<file path="src/rtl/offset_pkg.sv">
// Shared constants and occupancy type for the offset encoder/decoder pair.
// Used by offset_decoder (optional borrow output under OFFSET_DECODER_BORROW_EN).
package offset_pkg;

  localparam int unsigned INCREMENT = 5;

  typedef enum logic [1:0] {
    StEmpty = 2'd0,
    StOne   = 2'd1,
    StTwo   = 2'd2
  } occ_state_e;

endpackage

</file>
<file path="src/rtl/offset_fifo2.sv">
// Two-entry FIFO with valid/ready on both sides; head is always the oldest entry.
// Width is set by the parent (widened by one bit when OFFSET_DECODER_BORROW_EN is defined).
module offset_fifo2
  import offset_pkg::*;
#(
  parameter int unsigned DW = 8
) (
  input  logic          clk,
  input  logic          rst,
  input  logic [DW-1:0] i_data,
  input  logic          i_valid,
  output logic          o_ready,
  output logic [DW-1:0] o_data,
  output logic          o_valid,
  input  logic          i_ready
);

  occ_state_e    r_state, w_state_next;
  logic [DW-1:0] r_head, r_tail;
  logic [DW-1:0] w_head_next, w_tail_next;
  logic          w_push, w_pop;

  // Outputs depend only on registered state and rst, never on i_ready.
  assign o_ready = ~rst & (r_state != StTwo);
  assign o_valid = ~rst & (r_state != StEmpty);
  assign o_data  = rst ? '0 : r_head;
  assign w_push  = i_valid & o_ready;
  assign w_pop   = o_valid & i_ready;

  always_ff @(posedge clk) begin
    if (rst) begin
      r_state <= StEmpty;
      r_head  <= '0;
      r_tail  <= '0;
    end else begin
      r_state <= w_state_next;
      r_head  <= w_head_next;
      r_tail  <= w_tail_next;
    end
  end

  always_comb begin
    w_state_next = r_state;
    w_head_next  = r_head;
    w_tail_next  = r_tail;
    unique case (r_state)
      StEmpty: begin
        if (w_push) begin
          w_head_next  = i_data;
          w_state_next = StOne;
        end
      end
      StOne: begin
        if (w_push && w_pop) begin
          w_head_next = i_data;
        end else if (w_push) begin
          w_tail_next  = i_data;
          w_state_next = StTwo;
        end else if (w_pop) begin
          w_state_next = StEmpty;
        end
      end
      StTwo: begin
        if (w_pop) begin
          w_head_next  = r_tail;
          w_state_next = StOne;
        end
      end
      default: w_state_next = StEmpty;
    endcase
  end

endmodule

</file>
<file path="src/rtl/offset_decoder.sv">
// Subtracts INCREMENT from each accepted word and buffers it in a 2-entry FIFO.
// Define OFFSET_DECODER_BORROW_EN to add a per-word out_borrow flag.
module offset_decoder
  import offset_pkg::*;
#(
  parameter int unsigned WIDTH     = 8,
  parameter int unsigned CNT_WIDTH = 16
) (
  input  logic                 clk,
  input  logic                 rst,
  input  logic [WIDTH-1:0]     in_data,
  input  logic                 in_valid,
  output logic                 in_ready,
  output logic [WIDTH-1:0]     out_data,
  output logic                 out_valid,
  input  logic                 out_ready,
  output logic [CNT_WIDTH-1:0] word_count
`ifdef OFFSET_DECODER_BORROW_EN
  ,
  output logic                 out_borrow
`endif
);

  localparam logic [WIDTH-1:0] IncW = WIDTH'(INCREMENT);

`ifdef OFFSET_DECODER_BORROW_EN
  localparam int unsigned FifoW = WIDTH + 1;
`else
  localparam int unsigned FifoW = WIDTH;
`endif

  logic [WIDTH-1:0]     w_decoded;
  logic [FifoW-1:0]     w_fifo_in, w_fifo_out;
  logic                 w_xfer;
  logic [CNT_WIDTH-1:0] r_count;

  assign w_decoded = in_data - IncW;
  assign w_xfer    = in_valid & in_ready;

`ifdef OFFSET_DECODER_BORROW_EN
  // Borrow marks words whose decode wrapped below zero.
  assign w_fifo_in  = {(in_data < IncW), w_decoded};
  assign out_data   = w_fifo_out[WIDTH-1:0];
  assign out_borrow = w_fifo_out[WIDTH];
`else
  assign w_fifo_in = w_decoded;
  assign out_data  = w_fifo_out;
`endif

  offset_fifo2 #(
    .DW(FifoW)
  ) u_fifo (
    .clk    (clk),
    .rst    (rst),
    .i_data (w_fifo_in),
    .i_valid(in_valid),
    .o_ready(in_ready),
    .o_data (w_fifo_out),
    .o_valid(out_valid),
    .i_ready(out_ready)
  );

  always_ff @(posedge clk) begin
    if (rst) begin
      r_count <= '0;
    end else if (w_xfer) begin
      r_count <= r_count + CNT_WIDTH'(1);
    end
  end

  assign word_count = rst ? '0 : r_count;

endmodule

</file>
<file path="config.mk">
export PLATFORM = sky130hd
export DESIGN_NAME = offset_decoder
export DESIGN_NICKNAME = d
export VERILOG_FILES = /design/src/rtl/offset_pkg.sv /design/src/rtl/offset_fifo2.sv /design/src/rtl/offset_decoder.sv
export SDC_FILE = /design/constraint.sdc
export NUM_CORES = 1
export LEC_CHECK = 0
export ABC_AREA = 1
export BUFFER_PORTS_ARGS = -buffer_cell sky130_fd_sc_hd__buf_2
export CORE_MARGIN = 4
export CORE_UTILIZATION = 51
export DETAILED_ROUTE_END_ITERATION = 6
export GPL_ROUTABILITY_DRIVEN = 0
export PLACE_DENSITY = 0.72
export SYNTH_ARGS = -nofsm -noshare
export SYNTH_HDL_FRONTEND = slang
export SYNTH_SLANG_ARGS = --single-unit
</file>
<file path="constraint.sdc">
create_clock -name clk -period 1.5 [get_ports clk]
set_input_delay 0.225 -clock clk [delete_from_list [all_inputs] [get_ports clk]]
set_output_delay 0.225 -clock clk [all_outputs]
set_load 0.01 [all_outputs]
</file>
# Word level (Yosys, flattened, before mapping)
# Cells that the tools add are included.
[op_classes]
eq_ne = 8
add_sub_neg = 2
bitwise = 6
muxes = 12
n_reduce_logical = 7
[op_table]
columns = ["operator", "n"]
rows = [
  ["8-bit two-way mux", 4],
  ["8-bit case mux with 3 select lines", 1],
  ["16-bit by 1-bit adder with 16-bit output, second input constant", 1],
  ["16-bit two-way mux", 1],
  ["2-bit two-way mux", 5],
  ["4-bit AND reduction", 2],
  ["8-bit by 3-bit subtractor with 8-bit output, second input constant", 1],
  ["2-bit by 1-bit != test with 1-bit output, second input constant", 3],
  ["2-bit case mux with 3 select lines", 1],
  ["1-bit AND", 4],
  ["2-bit != test, second input constant", 2],
  ["3-bit by 1-bit != test with 1-bit output, second input constant", 1],
  ["3-bit AND reduction", 1],
  ["3-bit nonzero test", 1],
  ["2-bit by 1-bit == test with 1-bit output, second input constant", 1],
  ["2-bit == test, second input constant", 1],
  ["2-bit zero test", 1],
  ["1-bit inverter", 2],
  ["2-bit nonzero test", 1],
  ["1-bit logical AND", 1],
]
[totals]
out_inout_bits = 26
regBits = 34
in_bits = 12
word_cells = 39

# Logic depth before layout (Yosys ltp)
[depth]
word_depth = 7
depth_mapped = 10
ltp_nobuf = 10

# Cells and area by module
# Synthesis repeated with hierarchy kept, for this count alone.
[hier_totals]
hier_cells = 305
area_unflattened_um2 = 1995.7
[by_module_without_submodules]
columns = ["module", "area_each_um2", "seq_area_each_um2", "cells_each", "instances"]
rows = [
  ["offset_decoder", 1038.5, 320.3, 152, 1],
  ["offset_fifo2", 957.2, 360.3, 153, 1],
]

# Worst setup path before layout
# No wires, ideal clock.
[synth_path]
kind = "reg2reg"
from = "reg u_fifo.r_state[1]"
to = "reg u_fifo.r_head[0]"
n_path_buf = 1
synth_period_minus_slack_ns = 1.306
setup_time_ns = 0.111
required_time_ns = 1.389
path_slack_ns = 0.194
arrival_ns = 1.195
stages_incl_launch_ff = 11
path_cell_list = "dfxtp_1 -> nor2_2 -> nor2_4 -> nand2_4 -> nor2_4 -> nand2_2 -> nand2_4 -> buf_12 -> nand2_2 -> o21ai_2 -> inv_2"
[synth_via]
elab_chain_len = 6
word_cells_on_any_way = 16
classes_between = "eq/ne (6); mux (1); bitwise (4); reduce/logical (5)"
[synth_rtl]
columns = ["element", "line_no", "rtl"]
rows = [
  ["start, declared", "offset_fifo2.sv:18", "occ_state_e r_state, w_state_next;"],
  ["start signal, assigned", "offset_fifo2.sv:32", "r_state <= StEmpty;"],
  ["start signal, assigned", "offset_fifo2.sv:36", "r_state <= w_state_next;"],
  ["2-bit nonzero test *", "offset_fifo2.sv:25", "assign o_valid = ~rst & (r_state != StEmpty);"],
  ["1-bit AND *", "offset_fifo2.sv:25", ""],
  ["named net out_valid", "offset_decoder.sv:15", "output logic out_valid,"],
  ["1-bit AND *", "offset_fifo2.sv:28", "assign w_pop = o_valid & i_ready;"],
  ["1-bit logical AND", "offset_fifo2.sv:54", "if (w_push && w_pop) begin"],
  ["2-bit by 1-bit != test with 1-bit output (no line)", "--", ""],
  ["4-bit AND reduction (no line) *", "--", ""],
  ["end signal, assigned", "offset_fifo2.sv:37", "r_head <= w_head_next;"],
  ["end, declared", "offset_fifo2.sv:19", "logic [DW-1:0] r_head, r_tail;"],
]
# The timed path passes the listed nets; every way through them passes the cells marked *.
# A chain may end at the register's enable or synchronous reset.

# Worst setup path after layout
[layout_path]
from = "reg u_fifo.r_state[0]"
to = "reg u_fifo.r_head[4]"
[layout_via]
elab_chain_len = 6
word_cells_on_any_way = 16
classes_between = "eq/ne (6); mux (1); bitwise (4); reduce/logical (5)"
[layout_rtl]
columns = ["element", "line_no"]
rows = [
  ["2-bit != test or 2-bit nonzero test (tied branches)", "offset_fifo2.sv:24, offset_fifo2.sv:25"],
  ["1-bit AND (on tied branches)", "offset_fifo2.sv:24, offset_fifo2.sv:25"],
  ["1-bit AND (on tied branches)", "offset_fifo2.sv:27, offset_fifo2.sv:28"],
  ["1-bit logical AND", "offset_fifo2.sv:54"],
  ["2-bit by 1-bit != test with 1-bit output (no line)", "--"],
  ["4-bit AND reduction (no line)", "--"],
]
# Several ways; a longest one is shown, not always the timed one.

==> impl_metrics.toml <==
[power]
ir_drop_mv = 0.622
totalPowerFinal_mw = 2.01
power-per-cell-area_nw_per_um2 = 811
p_leak_nw = 1.17

[worst_hold_path]
hold_class = "input pin to register"

[yosys]
synth_top_family_by_area = "simple AND/OR/NAND/NOR gates"
ys_ff_latch = 34
synth_area_leaders = "dfxtp_1 33%, nand2_1 18%, nor2_1 9.9%"
avgSynthCellArea_sq_um = 6.23
yosys.area.top_type_share = 0.332
yosys_warnings = 0
async_flop_share = 0
ys.flop_type = "dfxtp_1"
muxShareOfSynthArea = 0
syn_nets = 343
yosys.area_share.simple = 0.396
synth_xor_area_frac = 0.0128
yosys.area_share.adder = 0.0122
synth_compound_area_frac = 0.119
syn_inst = 329
synth-seq-area-share = 0.332
synth_area_leader_cell = "dfxtp_1"
synth_cell_types = 31
synth_area_sq_um = 2050
synth_edf_count = 0

[floorplan]
top_level_ports = 38
die_w_um = 71.4
rows = 22
die_y_um = 71.4
core_area_sq_um = 3770
start_util = 0.543
die_area_sq_um = 5100

[route]
firstDrtPassIters = 4
via_count = 2084
drt-initial-drc-count = 110
drc = 0
avgViaCountPerCell = 4.86
ant_nets = 0
wl_per_cell_um = 11.5
routed_wirelength_um = 4930

[clocking]
cts_tree = "built"
cts.sinks = 34
clock_latency_ns = 0.29
clockRootBuffer = "clkbuf_8"
numCtsBuffers = 5
cts_hold_buf = 0
h-tree-depth = 2
clockBufferDepth = 2
clk_pin_slew_ns = 0.07

[worst_setup_path]
critPathMaxStageDelay_ns = 0.35
startpoint_type = "register"
cp_max_fo = 12
cp-end-kind = "register"
worst_ep_required_time_ns = 1.74
crit_arrival_ns = 1.63
crit_path_top_delay_cell = "dfxtp_2"
cp_cell_sequence = "inv_2 > nand2_4 > nand3_4 > o21ai_2 > inv_2 > nand2_8 > inv_1 > nand2_1 > nand2_1 > inv_1"
path_class = "register to register"

[timing]
worst_slack_ns = 0.112
period_share = 0.925
whs_ns = 0.296
fin_skew_ns = 0.00851
tightest_slew_ns = 0.261
slew_headroom = 0.825
fin_crit_ns = 1.39
hold_violations = 0
setup_viol = 0
max_freq_ghz = 0.720
drv_slew = 0

[global_routing]
grt_pass1_vias = 1940
overflow = 0
antenna_found_initial = 0
grt_first_pass_wirelength_um = 8390
grt_max_degree = 26
grt_use_total = 0.203

[placed_design]
numPortBuffers = 37
dpl.hpwl_um = 3580
place_area_sq_um = 2310
preCtsSetupSlack_ns = 0.00863

[cells_and_area]
area_growth_pct = 21.0
fin_area_sq_um = 2480
diodes = 0
drive_above_1_share = 0.234
final_nets = 394
final_util = 0.658

[run]
drv_cap = 0

[status]
status = "finished, final reports clean"
[report_power, final]
group	switching, mW	total, mW	internal (mW)
combinational	0.211	0.338	0.127
clock	0.338	0.709	0.370
sequential	0.0194	0.965	0.946
total	0.569	2.01	1.44
[worst max-delay path, delay by kind of cell, from the launching register on]
family | cells | cell delay, ns
and+or+nand+nor | 5 | 0.53
DFF | 1 | 0.35
buffers and inverters | 4 | 0.28
AOI/OAI and AO/OA | 1 | 0.16
[cell type report]
type                       count  area [sq um]
sequential                    34           686
timing repair buffer          51           303
multi-input combinational    234          1130
clock inverter                 1          5.00
tap                           48          60.1
fill                         366          1290
clock buffer                   7          86.3
inverter                      54           210
[kinds of logic after synthesis]
kind of cell,count (synthesis)
simple gates,182
buf+inv,62
compound gates,46
flops,34
xor+xnor,3
fa+ha+maj,2
[final timing paths]
kind                          start  slack (ns)                 to  cells past startpoint
hold reg to reg    u_fifo.r_tail[2]        0.46   u_fifo.r_tail[2]                      2
hold / removal                  rst        0.30  u_fifo.r_state[0]                      4
setup / recovery  u_fifo.r_state[0]        0.11   u_fifo.r_head[4]                     10
setup reg to reg  u_fifo.r_state[0]        0.11   u_fifo.r_head[4]                     10
[cell usage after synthesis, types with 2 or more instances]
| cell | instances |
|---|---|
| nor2_1 | 54 |
| nand4_1 | 4 |
| o21ai_0 | 18 |
| xnor2_1 | 2 |
| nand2_1 | 97 |
| inv_2 | 5 |
| nand3_4 | 2 |
| clkbuf_1 | 4 |
| nor2_2 | 2 |
| nand2_2 | 3 |
| nand3_2 | 3 |
| nor2_4 | 2 |
| inv_1 | 47 |
| nand3_1 | 8 |
| dfxtp_1 | 34 |
| a21oi_1 | 22 |
| o21ai_1 | 2 |
| nand2_4 | 3 |
| ha_1 | 2 |
| buf_2 | 2 |
| o21ai_2 | 3 |
[layer usage]
metal  GRT usage  wire, um  up-vias
met1       0.238      2110      901
li1            -         -     1111
met5           0         0        -
met2       0.351      2420       58
met3      0.0463       261       14
met4      0.0919       142        0
[registers in the layout (all words and copies together) (netlist names)]
signal and flops:
u_fifo.r_tail 8, u_fifo.r_state 2, u_fifo.r_head 8, r_count 16
[placed cells by master (no fill, tap or decap), types with 3 or more instances in the layout]
| master | Yosys | final |
|---|---|---|
| o21ai_1 | 2 | 3 |
| nor2_2 | 2 | 4 |
| a21oi_1 | 22 | 22 |
| buf_2 | 2 | 37 |
| dfxtp_1 | 34 | 32 |
| nand2_1 | 97 | 97 |
| nand3_2 | 3 | 4 |
| nand3_1 | 8 | 8 |
| nand4_1 | 4 | 4 |
| inv_2 | 5 | 5 |
| nand2_2 | 3 | 3 |
| o21ai_2 | 3 | 3 |
| o21ai_0 | 18 | 17 |
| clkbuf_8 | 0 | 6 |
| buf_4 | 1 | 13 |
| inv_1 | 47 | 47 |
| nor2_1 | 54 | 52 |
[stage by stage]
step | setup TNS [ns] | instances
CTS | 0 | 425
finish | 0 | 429
detailed placement | 0 | 415
global route | -0.0890 | 429
floorplan | 0 | 329
global placement | 0 | 415
[timing repair]
| item | 4_1_cts | 5_1_grt |
|---|---|---|
| hold endpoints to repair | 0 | 0 |
| pin swaps | 1 | 2 |
| cloned | 0 | 1 |
| endpoints found under the setup margin | 2 | 18 |
| setup buffers | 2 | 3 |
| gates resized for setup | 1 | 6 |
No activity file was read; power rests on OpenSTA's default activity.
